$ cat src/rtl/led_pkg.sv
// rtl/led_pkg.sv - shared state encoding and constant helpers for the LED PWM flasher
package led_pkg;

    typedef enum logic {
        S_NORMAL = 1'b0,
        S_FLASH  = 1'b1
    } state_t;

    // All-ones mask of the given width, right-aligned; callers truncate to their bus width.
    function automatic logic [63:0] all_ones(input int unsigned width);
        all_ones = ~({64{1'b1}} << width);
    endfunction

endpackage

$ cat src/rtl/pwm_tick_gen.sv
// rtl/pwm_tick_gen.sv - clock prescaler and free-running PWM counter producing the duty gate
module pwm_tick_gen #(
    parameter int PRESCALE = 16,
    parameter int PWM_BITS = 4
) (
    input  logic                clock,
    input  logic                reset_n,
    input  logic [PWM_BITS-1:0] brightness,
    output logic                tick,
    output logic                pwm_on
);

    localparam int              PS_W    = (PRESCALE > 1) ? $clog2(PRESCALE) : 1;
    localparam logic [PS_W-1:0] PS_LAST = PS_W'(PRESCALE - 1);

    logic [PS_W-1:0]     r_prescaler;
    logic [PWM_BITS-1:0] r_pwm_cnt;

    assign tick = (r_prescaler == PS_LAST);

    // Full-scale brightness must stay lit through the pwm_cnt == all-ones slot.
    assign pwm_on = (brightness == '1) || (r_pwm_cnt < brightness);

    always_ff @(posedge clock or negedge reset_n) begin
        if (!reset_n) begin
            r_prescaler <= '0;
            r_pwm_cnt   <= '0;
        end else begin
            r_prescaler <= tick ? '0 : r_prescaler + PS_W'(1);
            if (tick) begin
                r_pwm_cnt <= r_pwm_cnt + PWM_BITS'(1);
            end
        end
    end

endmodule

$ cat src/rtl/led_pwm_flasher.sv
// rtl/led_pwm_flasher.sv - PWM-dimmed counter LED driver with full-brightness flash on counter wrap
module led_pwm_flasher
    import led_pkg::*;
#(
    parameter int N            = 6,
    parameter int PRESCALE     = 16,
    parameter int PWM_BITS     = 4,
    parameter int FLASH_CYCLES = 25000000
) (
    input  logic                clock,
    input  logic                reset_n,
    input  logic [N-1:0]        count_in,
    input  logic [PWM_BITS-1:0] brightness,
    output logic [N-1:0]        leds,
    output logic                flashing
);

    localparam int              FC_W     = (FLASH_CYCLES > 1) ? $clog2(FLASH_CYCLES) : 1;
    localparam logic [FC_W-1:0] FC_LOAD  = FC_W'(FLASH_CYCLES - 1);
    localparam logic [N-1:0]    LED_ONES = N'(all_ones(N));

    state_t          r_state;
    state_t          w_next_state;
    logic [FC_W-1:0] r_flash_cnt;
    logic [FC_W-1:0] w_next_flash_cnt;
    logic [N-1:0]    r_count_q;
    logic [N-1:0]    r_leds;
    logic            r_flashing;
    logic            w_wrap;
    logic            w_pwm_on;
    logic            w_tick_unused;

    pwm_tick_gen #(
        .PRESCALE (PRESCALE),
        .PWM_BITS (PWM_BITS)
    ) u_pwm_tick_gen (
        .clock      (clock),
        .reset_n    (reset_n),
        .brightness (brightness),
        .tick       (w_tick_unused),
        .pwm_on     (w_pwm_on)
    );

    // Only the exact all-ones -> zero step counts as a wrap.
    assign w_wrap = (r_count_q == LED_ONES) && (count_in == '0);

    always_comb begin
        w_next_state     = r_state;
        w_next_flash_cnt = r_flash_cnt;
        case (r_state)
            S_NORMAL: begin
                if (w_wrap) begin
                    w_next_state     = S_FLASH;
                    w_next_flash_cnt = FC_LOAD;
                end
            end
            S_FLASH: begin
                if (w_wrap) begin
                    w_next_flash_cnt = FC_LOAD;
                end else if (r_flash_cnt == '0) begin
                    w_next_state = S_NORMAL;
                end else begin
                    w_next_flash_cnt = r_flash_cnt - FC_W'(1);
                end
            end
            default: w_next_state = S_NORMAL;
        endcase
    end

    always_ff @(posedge clock or negedge reset_n) begin
        if (!reset_n) begin
            r_state     <= S_NORMAL;
            r_flash_cnt <= '0;
            r_count_q   <= '0;
            r_leds      <= '0;
            r_flashing  <= 1'b0;
        end else begin
            r_state     <= w_next_state;
            r_flash_cnt <= w_next_flash_cnt;
            r_count_q   <= count_in;
            r_leds      <= (w_next_state == S_FLASH) ? LED_ONES : (count_in & {N{w_pwm_on}});
            r_flashing  <= (w_next_state == S_FLASH);
        end
    end

    assign leds     = r_leds;
    assign flashing = r_flashing;

endmodule

$ cat config.mk
export PLATFORM = sky130hd
export DESIGN_NAME = led_pwm_flasher
export DESIGN_NICKNAME = d
export VERILOG_FILES = /design/src/rtl/led_pkg.sv /design/src/rtl/pwm_tick_gen.sv /design/src/rtl/led_pwm_flasher.sv
export SDC_FILE = /design/constraint.sdc
export NUM_CORES = 1
export LEC_CHECK = 0
export ABC_CLOCK_PERIOD_IN_PS = 4600
export BUFFER_PORTS_ARGS = -buffer_cell sky130_fd_sc_hd__buf_2
export CORE_MARGIN = 5
export CORE_UTILIZATION = 61
export CTS_CLUSTER_SIZE = 24
export DETAILED_ROUTE_END_ITERATION = 10
export PLACE_DENSITY_LB_ADDON = 0.15
export REMOVE_ABC_BUFFERS = 1
export SYNTH_ARGS = -nofsm -noshare
export SYNTH_HDL_FRONTEND = slang
export SYNTH_SLANG_ARGS = --single-unit
$ cat constraint.sdc
create_clock -name clock -period 4.6 [get_ports clock]
set_input_delay 0.23 -clock clock [delete_from_list [all_inputs] [get_ports clock]]
set_output_delay 0.23 -clock clock [all_outputs]
set_load 0.01 [all_outputs]
==> impl_metrics.json, run 1 <==
{
  "reg2reg_slack_ns": 1.64,
  "fmax_mhz": 338,
  "antenna_found_initial": 0,
  "rsz0062_at_grt": "false",
  "syn-instance-count": 212,
  "synth-main-ff-cell": "sky130_fd_sc_hd__dfrtp_1",
  "cts_num_sinks": 46,
  "crit_required_ns": 4.82,
  "layout.nets": 257,
  "worst_r2r_start": "r_flash_cnt[5]",
  "synth.lib_cells_used.distinct": 41,
  "worst_slew_pin_tran_ns": 0.979,
  "preCtsSetupSlack_ns": 1.68,
  "place_area_mm2": 0.00232,
  "start_util": 0.643,
  "summed_area_of_non_filler_cells_in_the_final_layout_mm2": 0.00249,
  "antennaDiodeCount": 0,
  "yosys_warnings": 0,
  "synth_seq_cells": 46,
  "floorplan.rows": 21,
  "synth_sequential_area_ratio": 0.524,
  "cts_hold_buffers": 3,
  "worst-r2r-cell-count": 5,
  "place.port_buffers": 18,
  "fp.dieArea_mm2": 0.00490,
  "crit_arrival_ns": 3.17,
  "cts_buffers": 5,
  "chipHeight_um": 70,
  "grt_first_pass_wirelength_um": 7890,
  "critical_path_peak_fanout": 12,
  "worstHoldPathType": "input pin to async pin",
  "dr.first_iter.drc_count": 131,
  "viasPerCell": 6.06,
  "finalWorstPathRequiredPeriod_ns": 2.96,
  "synth-edff-count": 0,
  "clock_path_buffers": 2,
  "io-pin-count": 19,
  "netlist_area_mm2": 0.00220,
  "setup_viol_count_final": 0,
  "min_period_over_period": 0.643,
  "fin_tns_setup_ns": 0,
  "final.setup_skew_ns": 0.0111,
  "slew_hr": 0.347,
  "groute.usage.overall": 0.200,
  "finalWirelength_um": 4450,
  "start_kind": "flop",
  "post-cts-setup-buffers": 0,
  "first_global_vias": 1719,
  "avgSynthCellArea_um2": 10.4,
  "hold_viol": 0,
  "slew_violations": 0,
  "leakagePower_nw": 0.945,
  "maxCapViolations": 0,
  "critical_path.endpoint_type": "flop",
  "status": "finished clean",
  "reg2reg_to": "leds[4]",
  "power.density_cell_area_mw_per_mm2": 350,
  "cts.reportedPaths.clkPinSlew_ns": 0.13,
  "dr_wl_cell_um": 15.6,
  "cts.root.buffer_cell": "sky130_fd_sc_hd__clkbuf_4",
  "htree_num_levels": 2,
  "chipWidth_um": 70,
  "gp_congestion": 0.922,
  "drt.antenna.violating_nets": 0,
  "place.detailed.instances": 271,
  "setup.worst_path.class": "flop to flop",
  "setup_ws_final_ns": 1.64,
  "place_hpwl_um": 3140,
  "design.core.area_mm2": 0.00342,
  "irDropWorstVdd_v": 0.000203,
  "drtPass1Iterations": 4,
  "maximum_number_of_pins_on_one_net_before_global_route_repair": 47,
  "fin_cells": 285,
  "dr_vias": 1727,
  "drive_above_1_share": 0.138,
  "ctsResizeCount": 0,
  "async_set_or_reset_flop_fraction_in_the_synthesized_netlist": 1.00,
  "tritoncts": "yes",
  "post-route-drc-count": 0,
  "overflow": 0,
  "clkLatencyLatePin_ns": 0.35,
  "area.growth.synth_to_final_pct": 13.3
}
cell type report:
type	count	area, µm²
tap	46	57.6
sequential	46	1150
multi-input combinational	152	983
fill	254	928
timing repair buffer	24	150
clock inverter	2	60.1
clock buffer	6	51.3
inverter	9	33.8
per-layer routing:
metal  GRT usage  part of all wire
met5           0                 0
met4      0.0915             0.019
met3      0.0330             0.034
met2       0.328              0.50
met1       0.260              0.45
worst max-delay path: stages (launching register included):
cell and delay (ns):
sky130_fd_sc_hd__dfrtp_1 0.45, sky130_fd_sc_hd__or4_4 0.57, sky130_fd_sc_hd__or4_4 0.58, sky130_fd_sc_hd__o21ai_1 0.70, sky130_fd_sc_hd__and2_0 0.38, sky130_fd_sc_hd__o21ai_0 0.15
worst max-delay path by stage:
stage | from | to | slack [ns] | cells past startpoint
after floorplan | r_flash_cnt[7] | leds[0] | 2.09 | 5
after global placement | r_flash_cnt[7] | leds[3] | 1.83 | 5
after detailed placement | r_flash_cnt[5] | leds[4] | 1.68 | 5
after CTS | r_flash_cnt[5] | leds[4] | 1.65 | 5
after global routing | r_flash_cnt[0] | leds[4] | 1.39 | 7
final | r_flash_cnt[5] | leds[4] | 1.64 | 5
layout by cell type, fill, tap and decap left out, types with 3 or more instances in the layout:
cell type	Yosys	layout
sky130_fd_sc_hd__nand2b_1	3	3
sky130_fd_sc_hd__nand2_1	20	20
sky130_fd_sc_hd__or3_1	9	9
sky130_fd_sc_hd__nor4_1	7	7
sky130_fd_sc_hd__xor2_1	6	6
sky130_fd_sc_hd__or4_1	4	4
sky130_fd_sc_hd__nand3_1	6	6
sky130_fd_sc_hd__nor2_1	10	10
sky130_fd_sc_hd__dfrtp_1	46	46
sky130_fd_sc_hd__inv_1	9	9
sky130_fd_sc_hd__clkbuf_4	0	5
sky130_fd_sc_hd__o31ai_1	5	5
sky130_fd_sc_hd__o211ai_1	5	5
sky130_fd_sc_hd__xnor2_1	5	5
sky130_fd_sc_hd__ha_1	7	7
sky130_fd_sc_hd__a21oi_1	10	10
sky130_fd_sc_hd__nand4_1	4	4
sky130_fd_sc_hd__nor3_1	7	7
sky130_fd_sc_hd__and3_1	4	4
sky130_fd_sc_hd__dlygate4sd3_1	0	6
sky130_fd_sc_hd__o21ai_0	16	16
sky130_fd_sc_hd__buf_2	1	18
metrics by stage:
step / hold WS [ns] / power, mW / util
after floorplan: -0.0656 / 0.526 / -
after global placement: 0.371 / 0.553 / 0.678
after detailed placement: 0.369 / 0.564 / 0.678
after CTS: 0.00400 / 0.874 / 0.719
after global routing: 0.0984 / 0.918 / 0.728
final: 0.0174 / 0.869 / 0.728
logic make-up (layout without fill, tap and decap cells):
| logic type | Yosys count | in the layout | share of synthesized area |
|---|---|---|---|
| AND/OR/NAND/NOR | 87 | 87 | 0.224 |
| flip-flops | 46 | 46 | 0.524 |
| AO/OA/AOI/OAI | 45 | 45 | 0.130 |
| buffers and inverters | 14 | 41 | 0.0279 |
| XOR/XNOR | 11 | 11 | 0.0439 |
| adder cells (fa/ha/maj) | 7 | 7 | 0.0399 |
| multiplexers | 2 | 2 | 0.00969 |
synth_stat cells (2+ instances only):
master	number	area, µm²
sky130_fd_sc_hd__dfrtp_1	46	1150
sky130_fd_sc_hd__nand2_1	20	75.1
sky130_fd_sc_hd__o21ai_0	16	80.1
sky130_fd_sc_hd__a21oi_1	10	50.1
sky130_fd_sc_hd__nor2_1	10	37.5
sky130_fd_sc_hd__inv_1	9	33.8
sky130_fd_sc_hd__or3_1	9	56.3
sky130_fd_sc_hd__ha_1	7	87.6
sky130_fd_sc_hd__nor3_1	7	35.0
sky130_fd_sc_hd__nor4_1	7	43.8
sky130_fd_sc_hd__nand3_1	6	30.0
sky130_fd_sc_hd__xor2_1	6	52.6
sky130_fd_sc_hd__o211ai_1	5	37.5
sky130_fd_sc_hd__o31ai_1	5	37.5
sky130_fd_sc_hd__xnor2_1	5	43.8
sky130_fd_sc_hd__and3_1	4	25.0
sky130_fd_sc_hd__nand4_1	4	25.0
sky130_fd_sc_hd__or4_1	4	30.0
sky130_fd_sc_hd__clkbuf_1	3	11.3
sky130_fd_sc_hd__nand2b_1	3	18.8
sky130_fd_sc_hd__and4_1	2	17.5
sky130_fd_sc_hd__nor4b_1	2	17.5
sky130_fd_sc_hd__o21ai_1	2	10.0
sky130_fd_sc_hd__o41ai_1	2	17.5
sky130_fd_sc_hd__or4_4	2	22.5
power by group:
part           internal (mW)  leakage [nW]  switching, mW
Sequential             0.435         0.485         0.0364
Clock                  0.184        0.0585          0.125
Combinational         0.0416         0.401         0.0473
Total                  0.661         0.945          0.209
registers in the layout (all words and copies together), names as in the netlist:
name                        count
r_count_q                       6
leds                            6
u_pwm_tick_gen.r_pwm_cnt        4
u_pwm_tick_gen.r_prescaler      4
flashing                        1
r_flash_cnt                    25
Note: power is estimated with default switching activity, not from simulation.
==> run 2, diff against run 1 <==
--- a/config.mk
+++ b/config.mk
@@ -5,10 +5,10 @@
 export SDC_FILE = /design/constraint.sdc
 export NUM_CORES = 1
 export LEC_CHECK = 0
-export ABC_CLOCK_PERIOD_IN_PS = 4600
+export ABC_CLOCK_PERIOD_IN_PS = 2900
 export BUFFER_PORTS_ARGS = -buffer_cell sky130_fd_sc_hd__buf_2
 export CORE_MARGIN = 5
-export CORE_UTILIZATION = 61
+export CORE_UTILIZATION = 58
 export CTS_CLUSTER_SIZE = 24
 export DETAILED_ROUTE_END_ITERATION = 10
 export PLACE_DENSITY_LB_ADDON = 0.15
==> constraint.sdc (replaced) <==
create_clock -name clock -period 2.9 [get_ports clock]
set_input_delay 0.145 -clock clock [delete_from_list [all_inputs] [get_ports clock]]
set_output_delay 0.145 -clock clock [all_outputs]
set_load 0.01 [all_outputs]
==> impl_metrics.json, run 2 (synthesized netlist as in run 1, its figures left out) <==
{
  "gp_congestion": 0.884,
  "cpPeakStageDelay_ns": 0.58,
  "setup_viol_count_final": 0,
  "tritoncts": "yes",
  "post-route-drc-count": 0,
  "maximum_number_of_pins_on_one_net_before_global_route_repair": 47,
  "most_common_cell_after_layout_fill_and_taps_aside": "sky130_fd_sc_hd__dfrtp_1",
  "slew_hr": 0.341,
  "cts_num_sinks": 46,
  "place_hpwl_um": 3230,
  "largest-register": "r_flash_cnt",
  "fmax_mhz": 390,
  "floorplan.rows": 22,
  "layout.nets": 260,
  "setup.worst_path.class": "flop to flop",
  "finalWirelength_um": 4570,
  "crit_arrival_ns": 2.74,
  "final_cell_mix": "sky130_fd_sc_hd__dfrtp_1 (46), sky130_fd_sc_hd__nand2_1 (20), sky130_fd_sc_hd__buf_2 (18)",
  "crit_slowest_cell": "sky130_fd_sc_hd__or4_4",
  "design.core.area_mm2": 0.00366,
  "antennaDiodeCount": 0,
  "fp.dieArea_mm2": 0.00512,
  "groute.usage.overall": 0.198,
  "cts.reportedPaths.clkPinSlew_ns": 0.09,
  "area.growth.synth_to_final_pct": 15.8,
  "grt_first_pass_wirelength_um": 8070,
  "ctsResizeCount": 0,
  "chipHeight_um": 71.5,
  "finalWorstPathRequiredPeriod_ns": 2.56,
  "start_kind": "flop",
  "first_global_vias": 1815,
  "slew_violations": 0,
  "status": "finished clean",
  "cts_buffers": 5,
  "maxCapViolations": 0,
  "timing.critical_path.cells": "or4_4, or4_4, or3_1, o21ai_1, or3b_1",
  "drt.antenna.violating_nets": 0,
  "io-pin-count": 19,
  "cp_num_buf_inv": 0,
  "final.setup_skew_ns": 0.00920,
  "leakagePower_nw": 0.973,
  "antenna_found_initial": 0,
  "overflow": 0,
  "whs_ns": 0.00555,
  "critical_path_peak_fanout": 10,
  "fin_tns_setup_ns": 0,
  "start_util": 0.600,
  "worstHoldPathType": "input pin to async pin",
  "cts.root.buffer_cell": "sky130_fd_sc_hd__clkbuf_8",
  "htree_num_levels": 2,
  "largest_register_ffs": 25,
  "worst_slew_pin_tran_ns": 0.988,
  "hold_viol": 0,
  "path_delay_family": "simple AND/OR/NAND/NOR gates",
  "rsz0062_at_grt": "false",
  "dr.first_iter.drc_count": 137,
  "power.density_cell_area_mw_per_mm2": 578,
  "chipWidth_um": 71.5,
  "crit_required_ns": 3.08,
  "place.port_buffers": 18,
  "drive_above_1_share": 0.149,
  "cpMostUsedCell": "sky130_fd_sc_hd__or4_4",
  "clock_path_buffers": 2,
  "irDropWorstVdd_v": 0.000335,
  "viasPerCell": 6.03,
  "dr_vias": 1750,
  "final_core_util": 0.695,
  "min_period_over_period": 0.883,
  "drtPass1Iterations": 4,
  "dr_wl_cell_um": 15.8,
  "critical_path.endpoint_type": "flop",
  "clkLatencyLatePin_ns": 0.30
}
## run 2: cell types whose count changed in the layout (fill, tap and decap cells not counted), sizes merged
cell / change
buf: +3
## run 2: metrics by stage
stage | total power, mW | setup WS, ns | cell area (µm²) | cells
finish | 1.47 | 0.339 | 2540 | 290
global route | 1.54 | 0.215 | 2540 | 290
CTS | 1.48 | 0.349 | 2540 | 290
detailed placement | 0.897 | 0.369 | 2340 | 276
global placement | 0.880 | 0.421 | 2340 | 276
floorplan | 0.835 | 0.393 | 2170 | 207
## run 2: repair_timing
item | 4_1_cts | 5_1_grt
buffers inserted | 0 | 0
setup endpoints to repair | 0 | 0
endpoints found under the hold margin | 6 | 0
hold buffers | 6 | 0
## run 2: final cells by class
type                    count  area, µm²
clock inverters             2       60.1
well taps                  48       60.1
multi-input cells         152        983
fillers                   277       1120
clock buffers               6       82.6
repair buffers             27        173
inverters                   9       33.8
flip-flops and latches     46       1150
## run 2: power by group
part	internal [mW]	switching (mW)	leakage, nW
Clock	0.367	0.209	0.0714
Sequential	0.690	0.0584	0.485
Combinational	0.0682	0.0771	0.416
Total	1.13	0.345	0.973
## run 2: path summary, 6_finish.rpt
kind,end,cells after the start,startpoint,slack [ns]
hold / removal,r_flash_cnt[20],1,reset_n,0.006
max in group asynchronous,u_pwm_tick_gen.r_prescaler[3],1,reset_n,2.28
hold reg to reg,u_pwm_tick_gen.r_prescaler[3],1,u_pwm_tick_gen.r_prescaler[3],0.48
min in group clock,leds[0],5,brightness[2],0.39
setup reg to reg,r_flash_cnt[21],5,r_flash_cnt[5],0.34
setup / recovery,r_flash_cnt[21],5,r_flash_cnt[5],0.34
## run 2: layer usage
metal / GRT usage / part of all wire
met1: 0.238 / 0.44
met3: 0.0435 / 0.042
met5: 0 / 0
met2: 0.341 / 0.51
met4: 0.0877 / 0.011
==> run 3, diff against run 2 <==
--- a/config.mk
+++ b/config.mk
@@ -7,10 +7,12 @@
 export LEC_CHECK = 0
 export ABC_CLOCK_PERIOD_IN_PS = 2900
 export BUFFER_PORTS_ARGS = -buffer_cell sky130_fd_sc_hd__buf_2
+export CORE_ASPECT_RATIO = 1.75
 export CORE_MARGIN = 5
 export CORE_UTILIZATION = 58
 export CTS_CLUSTER_SIZE = 24
 export DETAILED_ROUTE_END_ITERATION = 10
+export GPL_TIMING_DRIVEN = 0
 export PLACE_DENSITY_LB_ADDON = 0.15
 export REMOVE_ABC_BUFFERS = 1
 export SYNTH_ARGS = -nofsm -noshare
==> impl_metrics.json, run 3 (synthesized netlist as in run 1, its figures left out) <==
{
  "design.core.area_mm2": 0.00363,
  "drt.antenna.violating_nets": 0,
  "setup_ws_final_ns": 0.214,
  "maximum_number_of_pins_on_one_net_before_global_route_repair": 47,
  "power_switching_mw": 0.367,
  "io-pin-count": 19,
  "cts.root.buffer_cell": "sky130_fd_sc_hd__clkbuf_8",
  "rsz0062_at_grt": "false",
  "finalWorstPathRequiredPeriod_ns": 2.69,
  "first_global_vias": 1838,
  "crit_required_ns": 3.06,
  "final.setup_skew_ns": 0.00804,
  "hold_viol": 0,
  "place.port_buffers": 18,
  "slew_hr": 0.322,
  "swShare": 0.250,
  "finalWirelength_um": 4870,
  "worst_r2r_start": "r_flash_cnt[5]",
  "antennaDiodeCount": 0,
  "crit_arrival_ns": 2.84,
  "preCtsSetupSlack_ns": -0.131,
  "antenna_found_initial": 0,
  "irDropWorstVdd_v": 0.000555,
  "dr_wl_cell_um": 17.1,
  "maxCapViolations": 0,
  "dr.first_iter.drc_count": 78,
  "tritoncts": "yes",
  "post-route-drc-count": 0,
  "grt_first_pass_wirelength_um": 8440,
  "drtPass1Iterations": 5,
  "most_common_cell_after_layout_fill_and_taps_aside": "sky130_fd_sc_hd__dfrtp_1",
  "share_comb_of_total_power": 0.098,
  "cts.reportedPaths.clkPinSlew_ns": 0.09,
  "power.density_cell_area_mw_per_mm2": 580,
  "critPathLaunch": "r_flash_cnt[5]",
  "chipHeight_um": 91.4,
  "final_cell_mix": "sky130_fd_sc_hd__dfrtp_1 (46), sky130_fd_sc_hd__nand2_1 (20), sky130_fd_sc_hd__buf_2 (18)",
  "slew_violations": 0,
  "gp_congestion": 0.861,
  "critical_path.endpoint_type": "flop",
  "critical_path_peak_fanout": 12,
  "intPower_mw": 1.10,
  "setup_viol_count_final": 0,
  "min_period_over_period": 0.926,
  "viasPerCell": 6.13,
  "place_hpwl_um": 3300,
  "final_core_util": 0.698,
  "largest-register": "r_flash_cnt",
  "start_kind": "flop",
  "fmax_mhz": 372,
  "groute.usage.overall": 0.205,
  "start_util": 0.605,
  "floorplan.rows": 29,
  "clock_path_buffers": 2,
  "leakagePower_nw": 0.958,
  "clkLatencyLatePin_ns": 0.30,
  "share_of_total_power_in_sequential_cells": 0.516,
  "largest_register_ffs": 25,
  "layout.nets": 257,
  "area.growth.synth_to_final_pct": 15.3,
  "worstHoldPathType": "input pin to async pin",
  "htree_num_levels": 2,
  "dr_vias": 1748,
  "fp.dieArea_mm2": 0.00516,
  "status": "finished clean",
  "cts_buffers": 5,
  "whs_ns": 0.0138,
  "chipWidth_um": 56.5,
  "reg2reg_slack_ns": 0.21,
  "power_frac_clock": 0.386,
  "setup.worst_path.class": "flop to flop",
  "overflow": 0,
  "post-cts-setup-buffers": 0,
  "cts_num_sinks": 46,
  "worst_slew_pin_tran_ns": 1.02,
  "drive_above_1_share": 0.146
}
==> run 3: final timing paths <==
| path | endpoint | depth (start not counted) |
|---|---|---|
| worst max-delay path | leds[5] | 5 |
| worst min-delay path | r_flash_cnt[22] | 1 |
| worst max register to register | leds[5] | 5 |
| worst min register to register | u_pwm_tick_gen.r_prescaler[0] | 1 |
| max in group asynchronous | r_flash_cnt[17] | 1 |
| min in group clock | leds[0] | 5 |
==> run 3: power groups by stage <==
stage / Sequential, mW / Clock [mW] / Combinational [mW]
2_1_floorplan: 0.744 / 0 / 0.0910
3_3_place_gp: 0.754 / 0 / 0.125
3_5_place_dp: 0.763 / 0 / 0.134
4_1_cts: 0.751 / 0.574 / 0.142
5_1_grt: 0.766 / 0.604 / 0.162
6_report: 0.759 / 0.566 / 0.144
==> run 3: what timing repair did <==
action | 4_1_cts | 5_1_grt
gates cloned | 0 | 0
resized for setup | 1 | 2
hold buffers | 6 | 0
hold endpoints to repair | 6 | 0
setup endpoints to repair | 6 | 6
==> run 3: cell type report <==
cell class	instances	area [µm²]
Fill cell	275	1100
Clock inverter	3	68.8
Tap cell	46	57.6
Inverter	9	33.8
Timing Repair Buffer	24	150
Multi-Input combinational cell	152	1000
Sequential cell	46	1150
Clock buffer	5	68.8
==> run 3: metrics by stage <==
step | area [µm²] | TNS [ns] | std cells | power [mW]
floorplan | 2170 | 0 | 207 | 0.835
global placement | 2320 | -0.232 | 271 | 0.879
detailed placement | 2320 | -0.558 | 271 | 0.896
CTS | 2520 | 0 | 285 | 1.47
global route | 2530 | 0 | 285 | 1.53
finish | 2530 | 0 | 285 | 1.47
==> run 3: critical path: stages, from the launching register on <==
cell and delay, ns:
sky130_fd_sc_hd__dfrtp_1 0.43, sky130_fd_sc_hd__or4_4 0.58, sky130_fd_sc_hd__or4_4 0.60, sky130_fd_sc_hd__o21ai_4 0.36, sky130_fd_sc_hd__and2_0 0.38, sky130_fd_sc_hd__o21ai_0 0.18
==> run 3: metal layers <==
metal / global-route usage / part of all wire
met4: 0.103 / 0.032
met5: 0 / 0
met2: 0.376 / 0.55
met3: 0.0426 / 0.038
met1: 0.214 / 0.38
